--- src/rtl/cmvn_stream.sv ---
// Streaming cepstral mean/variance normaliser.
// Computes out = sat(round((in - mean[ch]) * istd[ch] / 2^FRAC_BITS)) over a
// channel-interleaved valid/ready stream, using a two-stage stallable pipeline.
// Per-channel mean/istd tables can be written while the block is idle.
module cmvn_stream #(
  parameter  int DATA_W     = 32,
  parameter  int COEF_W     = 32,
  parameter  int NUM_CH     = 20,
  parameter  int NUM_FRAMES = 50,
  parameter  int FRAC_BITS  = 24,
  parameter  int SAT_EN     = 1,
  localparam int CH_W       = (NUM_CH > 1) ? $clog2(NUM_CH) : 1
) (
  input  logic                     clk,
  input  logic                     rst_n,
  input  logic                     start,
  input  logic                     coef_we,
  input  logic                     coef_sel,
  input  logic [CH_W-1:0]          coef_addr,
  input  logic signed [COEF_W-1:0] coef_wdata,
  input  logic                     in_valid,
  output logic                     in_ready,
  input  logic signed [DATA_W-1:0] in_data,
  output logic                     out_valid,
  input  logic                     out_ready,
  output logic signed [DATA_W-1:0] out_data,
  output logic [CH_W-1:0]          out_ch,
  output logic                     out_last,
  output logic                     busy,
  output logic                     done
);

  localparam int TOTAL  = NUM_CH * NUM_FRAMES;
  localparam int ACC_W  = $clog2(TOTAL + 1);
  localparam int FR_W   = (NUM_FRAMES > 1) ? $clog2(NUM_FRAMES) : 1;
  localparam int DIFF_W = DATA_W + 1;
  localparam int PROD_W = DATA_W + COEF_W + 1;

  localparam logic signed [PROD_W-1:0] RND   = PROD_W'(1) <<< (FRAC_BITS - 1);
  localparam logic signed [PROD_W-1:0] MAX_P = (PROD_W'(1) <<< (DATA_W - 1)) - PROD_W'(1);
  localparam logic signed [PROD_W-1:0] MIN_P = -(PROD_W'(1) <<< (DATA_W - 1));

  typedef enum logic [1:0] {IDLE, RUN, DRAIN} state_e;

  state_e                     state_q;
  logic [ACC_W-1:0]           acc_q;
  logic [CH_W-1:0]            ch_q;
  logic [FR_W-1:0]            frame_q;
  logic                       done_q;

  logic signed [COEF_W-1:0]   mean_q [NUM_CH];
  logic signed [COEF_W-1:0]   istd_q [NUM_CH];

  logic                       vld_p1_q;
  logic                       last_p1_q;
  logic [CH_W-1:0]            ch_p1_q;
  logic signed [DIFF_W-1:0]   diff_p1_q;

  logic                       out_valid_q;
  logic                       out_last_q;
  logic [CH_W-1:0]            out_ch_q;
  logic signed [DATA_W-1:0]   out_data_q;

  logic                       adv_d;
  logic                       in_ready_d;
  logic                       in_fire_d;
  logic                       last_in_d;
  logic                       out_fire_d;
  logic                       coef_wr_d;
  logic signed [DIFF_W-1:0]   diff_d;
  logic signed [DATA_W-1:0]   res_d;

  // Widen both operands by one bit so the subtraction never overflows.
  function automatic logic signed [DIFF_W-1:0] sub_mean(
    input logic signed [DATA_W-1:0] x,
    input logic signed [COEF_W-1:0] m
  );
    logic signed [DIFF_W-1:0] a;
    logic signed [DIFF_W-1:0] b;
    a = DIFF_W'(x);
    b = DIFF_W'(m);
    return a - b;
  endfunction

  // Full-precision signed product of the difference and the inverse std.
  function automatic logic signed [PROD_W-1:0] mul_istd(
    input logic signed [DIFF_W-1:0] d,
    input logic signed [COEF_W-1:0] s
  );
    logic signed [PROD_W-1:0] a;
    logic signed [PROD_W-1:0] b;
    a = PROD_W'(d);
    b = PROD_W'(s);
    return a * b;
  endfunction

  // Round half toward +inf, drop the fraction, then clamp or wrap to DATA_W.
  function automatic logic signed [DATA_W-1:0] round_sat(
    input logic signed [PROD_W-1:0] p
  );
    logic signed [PROD_W-1:0] r;
    r = (p + RND) >>> FRAC_BITS;
    if (SAT_EN != 0) begin
      if (r > MAX_P) return MAX_P[DATA_W-1:0];
      if (r < MIN_P) return MIN_P[DATA_W-1:0];
    end
    return r[DATA_W-1:0];
  endfunction

  assign adv_d      = !out_valid_q || out_ready;
  assign in_ready_d = (state_q == RUN) && adv_d && (acc_q < ACC_W'(TOTAL));
  assign in_fire_d  = in_valid && in_ready_d;
  assign last_in_d  = (frame_q == FR_W'(NUM_FRAMES - 1)) && (ch_q == CH_W'(NUM_CH - 1));
  assign out_fire_d = out_valid_q && out_ready;
  assign coef_wr_d  = (state_q == IDLE) && coef_we &&
                      ({{(32 - CH_W){1'b0}}, coef_addr} < 32'(NUM_CH));
  assign diff_d     = sub_mean(in_data, mean_q[ch_q]);
  assign res_d      = round_sat(mul_istd(diff_p1_q, istd_q[ch_p1_q]));

  // Job FSM: sample/channel/frame counters and the completion pulse.
  always_ff @(posedge clk or negedge rst_n) begin
    if (!rst_n) begin
      state_q <= IDLE;
      acc_q   <= '0;
      ch_q    <= '0;
      frame_q <= '0;
      done_q  <= 1'b0;
    end else begin
      done_q <= 1'b0;
      case (state_q)
        IDLE: begin
          if (start) begin
            state_q <= RUN;
            acc_q   <= '0;
            ch_q    <= '0;
            frame_q <= '0;
          end
        end
        RUN: begin
          if (in_fire_d) begin
            acc_q <= acc_q + ACC_W'(1);
            if (ch_q == CH_W'(NUM_CH - 1)) begin
              ch_q    <= '0;
              frame_q <= frame_q + FR_W'(1);
            end else begin
              ch_q <= ch_q + CH_W'(1);
            end
            if (last_in_d) state_q <= DRAIN;
          end
        end
        DRAIN: begin
          if (out_fire_d && out_last_q) begin
            state_q <= IDLE;
            done_q  <= 1'b1;
          end
        end
        default: state_q <= IDLE;
      endcase
    end
  end

  // Coefficient tables: identity at reset, writable only while idle.
  always_ff @(posedge clk or negedge rst_n) begin
    if (!rst_n) begin
      for (int i = 0; i < NUM_CH; i++) begin
        mean_q[i] <= '0;
        istd_q[i] <= COEF_W'(1) <<< FRAC_BITS;
      end
    end else if (coef_wr_d) begin
      if (coef_sel) istd_q[coef_addr] <= coef_wdata;
      else          mean_q[coef_addr] <= coef_wdata;
    end
  end

  // Pipeline control and output registers; everything holds while stalled.
  always_ff @(posedge clk or negedge rst_n) begin
    if (!rst_n) begin
      vld_p1_q    <= 1'b0;
      last_p1_q   <= 1'b0;
      ch_p1_q     <= '0;
      out_valid_q <= 1'b0;
      out_last_q  <= 1'b0;
      out_ch_q    <= '0;
      out_data_q  <= '0;
    end else if (adv_d) begin
      // stage 1 -> stage 2 boundary
      vld_p1_q  <= in_fire_d;
      last_p1_q <= in_fire_d && last_in_d;
      if (in_fire_d) ch_p1_q <= ch_q;
      // stage 2 -> output boundary
      out_valid_q <= vld_p1_q;
      out_last_q  <= vld_p1_q && last_p1_q;
      if (vld_p1_q) begin
        out_ch_q   <= ch_p1_q;
        out_data_q <= res_d;
      end
    end
  end

  // Stage 1 difference register; data only, so no reset.
  always_ff @(posedge clk) begin
    if (adv_d && in_fire_d) diff_p1_q <= diff_d;
  end

  assign in_ready  = in_ready_d;
  assign out_valid = out_valid_q;
  assign out_data  = out_data_q;
  assign out_ch    = out_ch_q;
  assign out_last  = out_last_q;
  assign busy      = (state_q != IDLE);
  assign done      = done_q;

endmodule

--- config.mk ---
export PLATFORM = sky130hd
export DESIGN_NAME = cmvn_stream
export DESIGN_NICKNAME = d
export VERILOG_FILES = /design/src/rtl/cmvn_stream.sv
export SDC_FILE = /design/constraint.sdc
export NUM_CORES = 2
export LEC_CHECK = 0
export ABC_CLOCK_PERIOD_IN_PS = 11450
export BUFFER_PORTS_ARGS = -buffer_cell sky130_fd_sc_hd__buf_2
export CAP_MARGIN = 20
export CORE_ASPECT_RATIO = 0.8
export CORE_MARGIN = 8
export CORE_UTILIZATION = 30
export DETAILED_ROUTE_END_ITERATION = 10
export PLACE_DENSITY = 0.42
export REMOVE_ABC_BUFFERS = 1
export SYNTH_ARGS = -nofsm -noshare
export SYNTH_HDL_FRONTEND = slang
export SYNTH_SLANG_ARGS = --single-unit
--- constraint.sdc ---
create_clock -name clk -period 11.45 [get_ports clk]
set_input_delay 2.29 -clock clk [delete_from_list [all_inputs] [get_ports clk]]
set_output_delay 2.29 -clock clk [all_outputs]
set_load 0.005 [all_outputs]
==> impl_metrics.json <==
{
  "run_status": "finished, final reports clean",
  "antenna_found_initial": 18,
  "dp_slack_ps": 99.7,
  "drive_gt1_share_pct": 30.1,
  "first_iter_violations": 4073,
  "hold_viol_final": 0,
  "cts_root_buf": "clkbuf_16",
  "grt_pass1_wl_um": 490000,
  "setup_ws_ps": 453,
  "cts_buffers": 164,
  "fin_crit_ps": 11000,
  "async_flop_share_pct": 97.6,
  "max_slew_margin_pct": 22.7,
  "final_cells": 12400,
  "first_pass_iters": 5,
  "die_height_um": 533,
  "clk_latency_ps": 870,
  "final-setup-viol-count": 0,
  "yosysSeqAreaShare_pct": 34.7,
  "drc_errors": 0,
  "startpoint_type": "register",
  "grtUsageTotal_pct": 18.6,
  "synth_top_area_share_pct": 33.2,
  "gp_congestion": 0.836,
  "fmax_mhz": 90.9,
  "finalCritPeriodShare_pct": 96.0,
  "yosysUniqueCellTypes": 80,
  "ys.flop_type": "dfrtp_1",
  "cts_tree": "built",
  "multi_input_area_um2": 59700,
  "cts.sinks": 1383,
  "via_count": 61700,
  "drv_cap": 0,
  "fill_cells": 32700,
  "fin_nets": 9322,
  "io_pins": 118,
  "drt-wirelength-per-cell_um": 26.4,
  "cp-end-kind": "register",
  "cp_max_fo": 34,
  "place_area_um2": 107000,
  "drv_slew": 0,
  "ys_warn_count": 0,
  "synthTopCellsByArea": "dfrtp_1 33%, fa_1 22%, mux2_2 14%",
  "synth_area_um2": 100000,
  "hpwl_um": 224000,
  "fin_skew_ps": 97.9,
  "grt_pass1_vias": 67700,
  "cp_common_cell": "fa_1",
  "r2r_slack_ps": 450,
  "crit_type": "register to register",
  "cp_slowest_cell": "fa_1",
  "final_area_um2": 112000,
  "start_util_pct": 30.2,
  "dieArea_um2": 353000,
  "syn_area_per_cell_um2": 12.6,
  "yosys.area.top_type": "dfrtp_1",
  "synth_edf_count": 33,
  "placed_cells": 12100,
  "grt_overflow": 0,
  "core_area_um2": 332000,
  "drtAntennaViolNets": 0,
  "hold_class": "register to register",
  "port_buffers": 117,
  "clkTransAtPathRegs_ps": 60,
  "grt_max_degree": 167,
  "netlist_instances": 7969,
  "path_delay_family": "adder cells",
  "slowest_delay_ps": 640,
  "cts_buffer_depth": 4,
  "rows": 189,
  "arrival_ps": 11690,
  "leakage_nw": 53.3,
  "rsz0062_at_grt": "false",
  "regArea_um2": 34800,
  "power_density_nw_per_um2": 226,
  "worstMarginPinSlew_ps": 1160,
  "synth-seq-cells": 1383,
  "htreeDepth": 4,
  "crit_required_ps": 12140,
  "vias_per_cell": 4.96,
  "worst-path-buf-inv": 9,
  "peakVddDrop_mv": 0.237,
  "drt_wl_total_um": 328000,
  "area_growth_pct": 12.0,
  "fp.dieW_um": 662
}
-- flip-flops by register name, summed over array words and instances (netlist names), 2 cells and up --
name	flops
istd_q	640
acc_q	10
ch_p1_q	5
out_ch	5
frame_q	6
mean_q	640
ch_q	5
state_q	2
out_data	32
diff_p1_q	33
-- logic make-up (layout without fill, tap and decap cells) --
group                    Yosys count  after routing  synth area share (%)
multiplexers                    1670           1670                  23.0
other                              0              1                     0
buffers and inverters           1575           1644                  5.94
flip-flops                      1383           1383                  34.7
adder cells (fa/ha/maj)         1329           1329                  24.9
AND/OR/NAND/NOR                 1476           1476                  7.46
XOR/XNOR                          91             91                 0.796
AO/OA/AOI/OAI                    445            445                  3.07
-- worst paths after layout --
kind	endpoint	startpoint	cells after the start
min in group asynchronous	istd_q[479]$_DFFE_PN0P_	rst_n	1
max reg2reg	out_data[4]$_DFFE_PN0P_	ch_p1_q[0]$_DFFE_PN0P_	33
min	out_data[31]$_DFFE_PN0P_	out_data[31]$_DFFE_PN0P_	2
max	out_data[4]$_DFFE_PN0P_	ch_p1_q[0]$_DFFE_PN0P_	33
max in group asynchronous	istd_q[582]$_DFFE_PN0P_	rst_n	3
min reg2reg	out_data[31]$_DFFE_PN0P_	out_data[31]$_DFFE_PN0P_	2
-- report_power, final --
part           internal [mW]  switching (mW)  leakage [nW]
Sequential              5.27           0.434          18.8
Combinational           5.62            8.64          31.7
Clock                   3.23            2.19          2.71
Total                   14.1            11.3          53.3
-- worst register-to-register path: cells and delay by family (launching register included) --
family                   cells  cell delay (ps)
flip-flops                   1              430
multiplexers                 2             1080
adder cells (fa/ha/maj)      9             4690
AO/OA/AOI/OAI                9             2000
buffers and inverters        9             1890
AND/OR/NAND/NOR              4              820
-- area by class of cell --
| cell class | count | share of cell area [%] |
|---|---|---|
| repair buffers | 365 | 2.64 |
| diodes | 1 | 0.00223 |
| flip-flops and latches | 1383 | 31.0 |
| inverters | 992 | 3.32 |
| clock buffers | 227 | 4.19 |
| clock inverters | 60 | 0.693 |
| well taps | 4393 | 4.90 |
| multi-input cells | 5011 | 53.2 |
-- metrics by stage --
step / power, mW / hold slack (ps) / setup TNS, ps / utilization [%]
6_report: 25.4 / 480 / 0 / 33.8
2_1_floorplan: 14.8 / 449 / -189940 / -
3_5_place_dp: 20.1 / 466 / 0 / 32.1
3_3_place_gp: 20.0 / 464 / 0 / 32.1
5_1_grt: 27.4 / 497 / 0 / 33.8
4_1_cts: 25.7 / 479 / 0 / 33.8
-- synth_stat cells (33+ instances only) --
cell      count
a21o_1       67
a21oi_1      96
a22oi_1      43
and2_1      230
buf_1        79
clkbuf_1    488
dfrtp_1    1330
edfxtp_1     33
fa_1       1113
ha_1        216
inv_1       990
mux2_2     1285
mux4_2      379
nand2_1     554
nand2b_1     72
nor2_1      153
nor2b_1     319
o21ai_0      89
xnor2_1      55
xor2_1       36
-- placed cells by master, fill, tap and decap left out, types with 13 or more instances in the layout --
cell type  instances
nand2_2           13
buf_2            116
ha_1             216
buf_12            36
xnor2_1           55
edfxtp_1          33
xor2_1            36
or2_2             13
nor2b_1          319
clkbuf_16        164
and3_1            17
clkbuf_8          36
clkinv_2          25
inv_1            989
nor3_1            16
mux4_2           379
a21oi_1           96
nor2_4            25
nand2b_1          72
fa_1            1112
a21o_1            67
a22oi_1           31
bufinv_16         16
buf_4            206
nand2_1          541
mux2_2          1285
o21ai_0           88
nor2_1           128
a22o_1            19
dfrtp_1         1322
nand4_1           29
clkbuf_1          27
dfstp_2           20
nand3_1           32
o22ai_2           20
a31oi_1           13
and2_1           228
-- layer usage --
| metal | track usage (%) | up-vias | wire length, um |
|---|---|---|---|
| met1 | 28.7 | 34000 | 165000 |
| met5 | 0 | - | 49 |
| li1 | - | 26100 | - |
| met3 | 2.43 | 308 | 14100 |
| met2 | 28.3 | 1232 | 144000 |
| met4 | 2.94 | 8 | 5140 |
-- repair_timing --
action	4_1_cts	5_1_grt
endpoints found under the setup margin	0	31
resized for setup	0	3
hold buffers	0	0
setup buffers	0	10
No activity file was read; power rests on OpenSTA's default activity.
